===== config.mk =====
export PLATFORM = sky130hd
export DESIGN_NAME = spi_feeder
export DESIGN_NICKNAME = d
export VERILOG_FILES = /design/src/rtl/spi_feeder.sv
export SDC_FILE = /design/constraint.sdc
export NUM_CORES = 1
export LEC_CHECK = 0
export CORE_AREA = 2 2 84 86
export DETAILED_ROUTE_END_ITERATION = 6
export DIE_AREA = 0 0 86 88
export GPL_ROUTABILITY_DRIVEN = 0
export GPL_TIMING_DRIVEN = 0
export PLACE_DENSITY = 0.77
export RECOVER_POWER = 25
export SETUP_SLACK_MARGIN = 0.2
export SYNTH_ARGS = -nofsm -noshare
export SYNTH_HDL_FRONTEND = slang
export SYNTH_SLANG_ARGS = --single-unit

===== constraint.sdc =====
create_clock -name clk -period 6.2 [get_ports clk]
set_input_delay 0.62 -clock clk [delete_from_list [all_inputs] [get_ports clk]]
set_output_delay 0.62 -clock clk [all_outputs]
set_load 0.02 [all_outputs]

===== src/rtl/spi_feeder.sv =====
// Feeds buffered waveform samples to the SPI master, one frame per sample,
// merging pending clear requests into the next frame and returning the received word.
module spi_feeder #(
    parameter int bits    = 8,
    parameter int depth   = 4,
    parameter int gap     = 2,
    parameter int timeout = 16
) (
    input  logic                     clk,
    input  logic                     rst,
    input  logic                     sample_valid,
    input  logic [bits-1:0]          sample,
    output logic                     sample_ready,
    input  logic                     clear_req,
    output logic                     spi_en,
    output logic                     spi_clr_ctrl,
    output logic [bits-1:0]          spi_data,
    input  logic                     spi_ss,
    input  logic [bits-1:0]          spi_rec,
    output logic                     rec_valid,
    output logic [bits-1:0]          rec_data,
    output logic                     busy,
    output logic                     err,
    output logic [$clog2(depth):0]   level
);

    localparam int aw = $clog2(depth);
    localparam int lw = aw + 1;
    localparam int gw = $clog2(gap + 1);
    localparam int tw = $clog2(timeout + 1);

    typedef enum logic [2:0] {
        IDLE,
        LOAD,
        WAIT_LOW,
        WAIT_HIGH,
        CAPTURE,
        GAP
    } state_t;

    state_t          state_q, state_d;
    logic [aw-1:0]   wr_ptr_q, wr_ptr_d;
    logic [aw-1:0]   rd_ptr_q, rd_ptr_d;
    logic [lw-1:0]   level_q, level_d;
    logic [gw-1:0]   gap_cnt_q, gap_cnt_d;
    logic [tw-1:0]   tout_cnt_q, tout_cnt_d;
    logic            clear_pend_q, clear_pend_d;
    logic            spi_en_q, spi_en_d;
    logic            spi_clr_q, spi_clr_d;
    logic [bits-1:0] spi_data_q, spi_data_d;
    logic            rec_valid_q, rec_valid_d;
    logic [bits-1:0] rec_data_q, rec_data_d;
    logic            err_q, err_d;
    logic            push, pop, consume;

    logic [bits-1:0] fifo_mem [depth];

    assign sample_ready = (level_q != lw'(depth));
    assign push         = sample_valid && sample_ready;
    assign spi_en       = spi_en_q;
    assign spi_clr_ctrl = spi_clr_q;
    assign spi_data     = spi_data_q;
    assign rec_valid    = rec_valid_q;
    assign rec_data     = rec_data_q;
    assign busy         = (state_q != IDLE);
    assign err          = err_q;
    assign level        = level_q;

    // Storage carries no reset; validity is tracked entirely by the pointers and level.
    always_ff @(posedge clk) begin
        if (push) begin
            fifo_mem[wr_ptr_q] <= sample;
        end
    end

    always_comb begin
        state_d    = state_q;
        gap_cnt_d  = gap_cnt_q;
        tout_cnt_d = tout_cnt_q;
        spi_en_d   = 1'b0;
        spi_clr_d  = spi_clr_q;
        spi_data_d = spi_data_q;
        rec_valid_d = 1'b0;
        rec_data_d = rec_data_q;
        err_d      = err_q;
        pop        = 1'b0;
        consume    = 1'b0;

        case (state_q)
            IDLE: begin
                if (gap_cnt_q == '0 && (level_q != '0 || clear_pend_q)) begin
                    state_d   = LOAD;
                    spi_en_d  = 1'b1;
                    spi_clr_d = clear_pend_q;
                    consume   = 1'b1;
                    if (level_q != '0) begin
                        pop        = 1'b1;
                        spi_data_d = fifo_mem[rd_ptr_q];
                    end else begin
                        spi_data_d = '0;
                    end
                end
            end
            LOAD: begin
                state_d    = WAIT_LOW;
                tout_cnt_d = '0;
            end
            WAIT_LOW: begin
                if (!spi_ss) begin
                    state_d = WAIT_HIGH;
                end else if (tout_cnt_q == tw'(timeout - 1)) begin
                    err_d     = 1'b1;
                    gap_cnt_d = gw'(gap);
                    state_d   = GAP;
                end else begin
                    tout_cnt_d = tout_cnt_q + tw'(1);
                end
            end
            WAIT_HIGH: begin
                if (spi_ss) begin
                    state_d = CAPTURE;
                end
            end
            CAPTURE: begin
                rec_valid_d = 1'b1;
                rec_data_d  = spi_rec;
                gap_cnt_d   = gw'(gap);
                state_d     = GAP;
            end
            GAP: begin
                if (gap_cnt_q <= gw'(1)) begin
                    gap_cnt_d = '0;
                    state_d   = IDLE;
                end else begin
                    gap_cnt_d = gap_cnt_q - gw'(1);
                end
            end
            default: state_d = IDLE;
        endcase
    end

    // A request arriving on the consuming edge must survive for the following frame.
    always_comb begin
        clear_pend_d = clear_req || (clear_pend_q && !consume);
        wr_ptr_d     = push ? wr_ptr_q + aw'(1) : wr_ptr_q;
        rd_ptr_d     = pop  ? rd_ptr_q + aw'(1) : rd_ptr_q;
        case ({push, pop})
            2'b10:   level_d = level_q + lw'(1);
            2'b01:   level_d = level_q - lw'(1);
            default: level_d = level_q;
        endcase
    end

    always_ff @(posedge clk or posedge rst) begin
        if (rst) begin
            state_q      <= IDLE;
            wr_ptr_q     <= '0;
            rd_ptr_q     <= '0;
            level_q      <= '0;
            gap_cnt_q    <= '0;
            tout_cnt_q   <= '0;
            clear_pend_q <= 1'b0;
            spi_en_q     <= 1'b0;
            spi_clr_q    <= 1'b0;
            spi_data_q   <= '0;
            rec_valid_q  <= 1'b0;
            rec_data_q   <= '0;
            err_q        <= 1'b0;
        end else begin
            state_q      <= state_d;
            wr_ptr_q     <= wr_ptr_d;
            rd_ptr_q     <= rd_ptr_d;
            level_q      <= level_d;
            gap_cnt_q    <= gap_cnt_d;
            tout_cnt_q   <= tout_cnt_d;
            clear_pend_q <= clear_pend_d;
            spi_en_q     <= spi_en_d;
            spi_clr_q    <= spi_clr_d;
            spi_data_q   <= spi_data_d;
            rec_valid_q  <= rec_valid_d;
            rec_data_q   <= rec_data_d;
            err_q        <= err_d;
        end
    end

endmodule


==> Word-level counts from Yosys, hierarchy flattened <==
Memories as Yosys holds them, arrays and structs flattened.
Index checks and enable logic that the tools add are counted.
{ "totals": {"mem_bits_rw": 32, "register_bits": 38, "word_cells": 78, "n_memories": 1} }
{ "op_classes": {"n_mux": 23, "eq_ne": 16, "n_addsub": 6, "reduce_logical": 18, "order_cmp": 1} }
{ "mem_list": {"columns": ["name", "words", "word_bits", "read_ports", "rd_clocked_by_memory_dff", "wr", "line_no", "source"], "rows": [
  ["fifo_mem", 4, 8, 1, 0, 1, "56", "logic [bits-1:0] fifo_mem [depth];"]
]} }
{ "op_table": {"columns": ["operator", "n"], "rows": [
  ["$pmux W3 S6", 1],
  ["$mux W3", 5],
  ["$ne A2 B2 Y1 const B", 6],
  ["$mux W5", 2],
  ["$pmux W5 S2", 1],
  ["$reduce_and A3 Y1", 3],
  ["$reduce_bool A3 Y1", 3],
  ["$mux W1", 8],
  ["$mux W8", 1],
  ["$eq A3 B2 Y1 const B", 2],
  ["$eq A3 B3 Y1 const B", 2],
  ["$mux W2", 3],
  ["$ne A3 B3 Y1 const B", 2],
  ["$pmux W2 S3", 1],
  ["$pmux W3 S2", 1],
  ["$add A5 B1 Y5 const B", 1],
  ["$eq A5 B4 Y1 const B", 1],
  ["$add A2 B1 Y2 const B", 2],
  ["$reduce_and A4 Y1", 1],
  ["$reduce_bool A2 Y1", 2],
  ["$add A3 B1 Y3 const B", 1],
  ["$eq A3 B1 Y1 const B", 1],
  ["$logic_and A1 B1 Y1", 3],
  ["$logic_not A3 Y1", 1],
  ["other kinds (9)", 10]
]} }

==> Logic depth before layout (Yosys ltp) <==
{ "logic_depth": {"ltp_word": 8, "ltp_mapped": 10, "ltp_nobuf": 9} }

==> Worst setup path after synthesis <==
OpenSTA, ideal clock, no wires.
{ "synth_timing": {"path_kind": "register to register", "startpoint": "reg gap_cnt_q[1]", "endpoint": "reg level_q[2] (netlist: level[2])", "arrival_time_ns": 2.361, "path_stages_with_launch": 10, "path_buffers": 1, "slack_ns": 3.759, "cell_sequence": "dfrtp_1 or4_4 nor3_1 buf_2 ha_1 inv_1 fa_1 xor2_1 nor2_1 xor2_1"} }
{ "synth_between": {"elab_chain_cells": 6} }
{ "synth_rtl": {"columns": ["item", "line_no", "source"], "rows": [
  ["start, declared", "45", "logic [gw-1:0] gap_cnt_q, gap_cnt_d;"],
  ["start signal, assigned", "174", "gap_cnt_q <= gap_cnt_d;"],
  ["$logic_not A2 Y1 *", "91", "if (gap_cnt_q == '0 && (level_q != '0 || clear_pend_q)) begin"],
  ["$logic_and A1 B1 Y1 *", "91", null],
  ["$mux W1 *", "91", null],
  ["$mux W1 *", "89", "case (state_q)"],
  ["named net pop", "54", "logic push, pop, consume;"],
  ["$eq A2 B1 Y1 / $eq A2 B2 Y1 (equally long branches)", "147", "case ({push, pop})"],
  ["$pmux W3 S2 / $reduce_bool A2 Y1 (equally long branches)", null, null],
  ["end signal, assigned", "173", "level_q <= level_d;"],
  ["end, declared", "44", "logic [lw-1:0] level_q, level_d;"]
]} }
The timed path passes the listed nets; every way through them passes the cells marked *.
A chain may end at the register's enable or synchronous reset.

==> Worst setup path after layout <==
{ "layout_timing": {"startpoint": "reg state_q[1]", "endpoint": "out busy"} }
{ "layout_between": {"elab_chain_cells": 1} }
{ "layout_rtl": {"columns": ["item", "line_no", "source"], "rows": [
  ["start, declared", "41", "state_t state_q, state_d;"],
  ["start signal, assigned", "170", "state_q <= state_d;"],
  ["$reduce_bool A3 Y1", "65", "assign busy = (state_q != IDLE);"],
  ["end, declared", "22", "output logic busy,"]
]} }
Every way passes these cells.

==> impl_results.md <==
- Fmax: approximately 350 MHz
- Final WS setup: 3330 ps
- Hold depth: 1
- Final Hold Vio Count: 0
- DR vias: 1,869
- Wire length of the first global-routing pass: 9180 um
- P per Cell Area: about 500 mW/mm^2
- Number of global-route vias before repair: between 1,500 and 2,000
- Synthesis Warnings: 0
- Worst EP arrival: between 2000 and 2500 ps
- Final Routed Wirelength: about 5500 um
- Clk sink count: 70
- Synth Register Bits: 70
- Critical path's slowest cell: clkdlybuf4s50_1
- Mapped Area: around 0.0029 mm^2
- Slew headroom: less than 1%
- Core Area: approximately 0.0066 mm^2
- RSZ-0062 raised after global routing: no
- Crit path cell chain: clkbuf_1 > clkbuf_1 > inv_1 > nand2_1 > clkdlybuf4s50_1
- Synth cell types: between 40 and 50
- Total die area: approximately 0.0076 mm^2
- H-tree depth: 3
- Worst-path fanout max: 10
- Max Cap Viol: 1
- Postcts setup bufs: 0
- Setup Crit Path Kind: register to output pin
- Crit path largest cell delay: 600 ps
- Buf/Inv on CP: 4
- R2R Setup Slk: 3490 ps
- Final setup skew: around 11 ps
- Pre-antenna DRT Iters: 4
- Ports: between 40 and 50
- Initial Util: about 44%
- Final worst path period share: between 40% and 50%
- Antenna-violating nets left: 0
- Asr flop ratio synth: between 50% and 60%
- Via density: about 5.5
- Static leakage: between 1 and 1.5 nW
- Ratio of cells with drive above 1 in the final layout: approximately 14%
- Setup WS pre-CTS: 3540 ps
- Post-synth top flop: dfrtp_1
- DRC viols: 0
- Synthesized Nets: between 200 and 250
- Hold_ws: roughly 480 ps
- GRT overflow: 0
- Worst hold path type: register to register
- Stages on worst setup path: 5
- Gates resized, CTS repair: 0
- DR iter-0 viols: approximately 140
- Tot GR Track Use: 16.3%
- Height of the die: 88 um
- Clock Tree Buf Depth: 2
- Setup crit end: busy
- Syn Inst Count: 199
- Later-pin clock latency in the skew report: 340 ps
- Clk slew on worst S/H paths: about 70 ps
- Least-Margin Pin Slew: roughly 1500 ps
- CTS root buf: clkbuf_8
- Worst r2r path cells: 9
- Initial antenna violation count: 0
- CP required: 5580 ps
- Routed len/inst: approximately 16 um
- Worst VDD drop: roughly 0.25 mV
- R2R Path End: level[2]
- Buffers on Ports: 45
- Overall Power: 1.88 mW
- CTS Hold Bufs: 0
- Critical path origin: state_q[1]
- Violated checks: capacitance limit
- Setup violators final: 0
- Post-route cell area: approximately 0.0037 mm^2
- Setup TNS: 0 ps
- Antenna cell count: 0
- Area Growth Syn to Fin: 25.4%
- Commonest non-fill, non-tap cells in the layout: dfrtp_1, clkdlybuf4s50_1, edfxtp_1
- Area post-placement: ~0.0035 mm^2
- Largest net degree at the start of global routing: 39
- CP delay by family, top: buffers and inverters
- Commonest non-fill, non-tap cell in the layout: dfrtp_1
- CTS buffer count: 9
- Mapped Avg Cell Area: around 15 um^2
- CP dominant cell by count: clkbuf_1
- Number of flops mapped to enable cells by yosys: 32
- Worst R2R Start: gap_cnt_q[1]
- Crit. End Element: output pin
- Sequential area share after synthesis: 64.8%
- Final Max Slew Viols: 0
- TritonCTS clock tree: yes
- Outcome: complete, but fails checks
- DP HPWL: between 3000 and 4000 um
- DIE WIDTH: approximately 86 um
- Startpoint types: register
- Post-layout min period: 2870 ps
- Nets: 284
- Rows: 30
## metrics by stage
step	instances	utilization, %
after floorplan	199	-
after global placement	324	52.7
after detailed placement	324	52.7
after CTS	340	55.7
after global routing	340	55.6
final	340	55.6
## how the worst min path moves through the flow
stage                  start       endpoint  slack (ps)
3_5_place_dp             err            err         460
4_1_cts                  err            err         480
6_report                 err            err         480
5_1_grt                  err            err         500
3_3_place_gp             err            err         450
2_1_floorplan  tout_cnt_q[4]  tout_cnt_q[4]         470
## where the power goes
group	internal (mW)	switching (mW)	total, mW
logic	0.370	0.402	0.772
registers	0.647	0.0882	0.736
clock network	0.190	0.181	0.371
total	1.21	0.671	1.88
## area by class of cell
class	count	area, um^2
clock inverters	7	80.1
flip-flops and latches	70	1910
repair buffers	45	450
fillers	541	2950
plain buffers	10	41.3
well taps	80	100
multi-input cells	104	933
clock buffers	9	124
inverters	15	56.3
## logic make-up after synthesis
kind of cell    synth area share (%)
compound gates                  8.40
xor+xnor                        1.78
fa+ha+maj                       3.65
buf+inv                         3.31
flops                           64.8
mux                             9.89
simple gates                    8.15
## cells in the mapped netlist, types with 3 or more instances
cell / number / share of area [%]
a22o_1: 11 / 3.3
nand2b_1: 4 / 0.85
nor3_1: 3 / 0.51
xor2_1: 4 / 1.2
o21ai_0: 5 / 0.85
mux2_2: 8 / 3.1
o22ai_1: 3 / 0.64
mux4_2: 8 / 6.1
inv_1: 15 / 1.9
dfrtp_1: 38 / 32
nor2_1: 7 / 0.89
ha_1: 7 / 3.0
edfxtp_1: 32 / 33
and3_1: 6 / 1.3
clkbuf_1: 6 / 0.76
nand4_1: 3 / 0.64
buf_2: 3 / 0.51
## sequential cells by signal, indices dropped and copies added (netlist names), 2 cells and up
name	count
state_q	3
fifo_mem	32
level	3
spi_data	8
gap_cnt_q	2
wr_ptr_q	2
rec_data	8
rd_ptr_q	2
tout_cnt_q	5
## routing by layer
metal	up-vias	global-route usage (%)	routed length [um]
li1	864	-	-
met1	936	20.4	2370
met2	59	26.3	2760
met3	10	3.96	268
met4	0	8.80	134
met5	-	0	0
No activity file was read; power rests on OpenSTA's default activity.
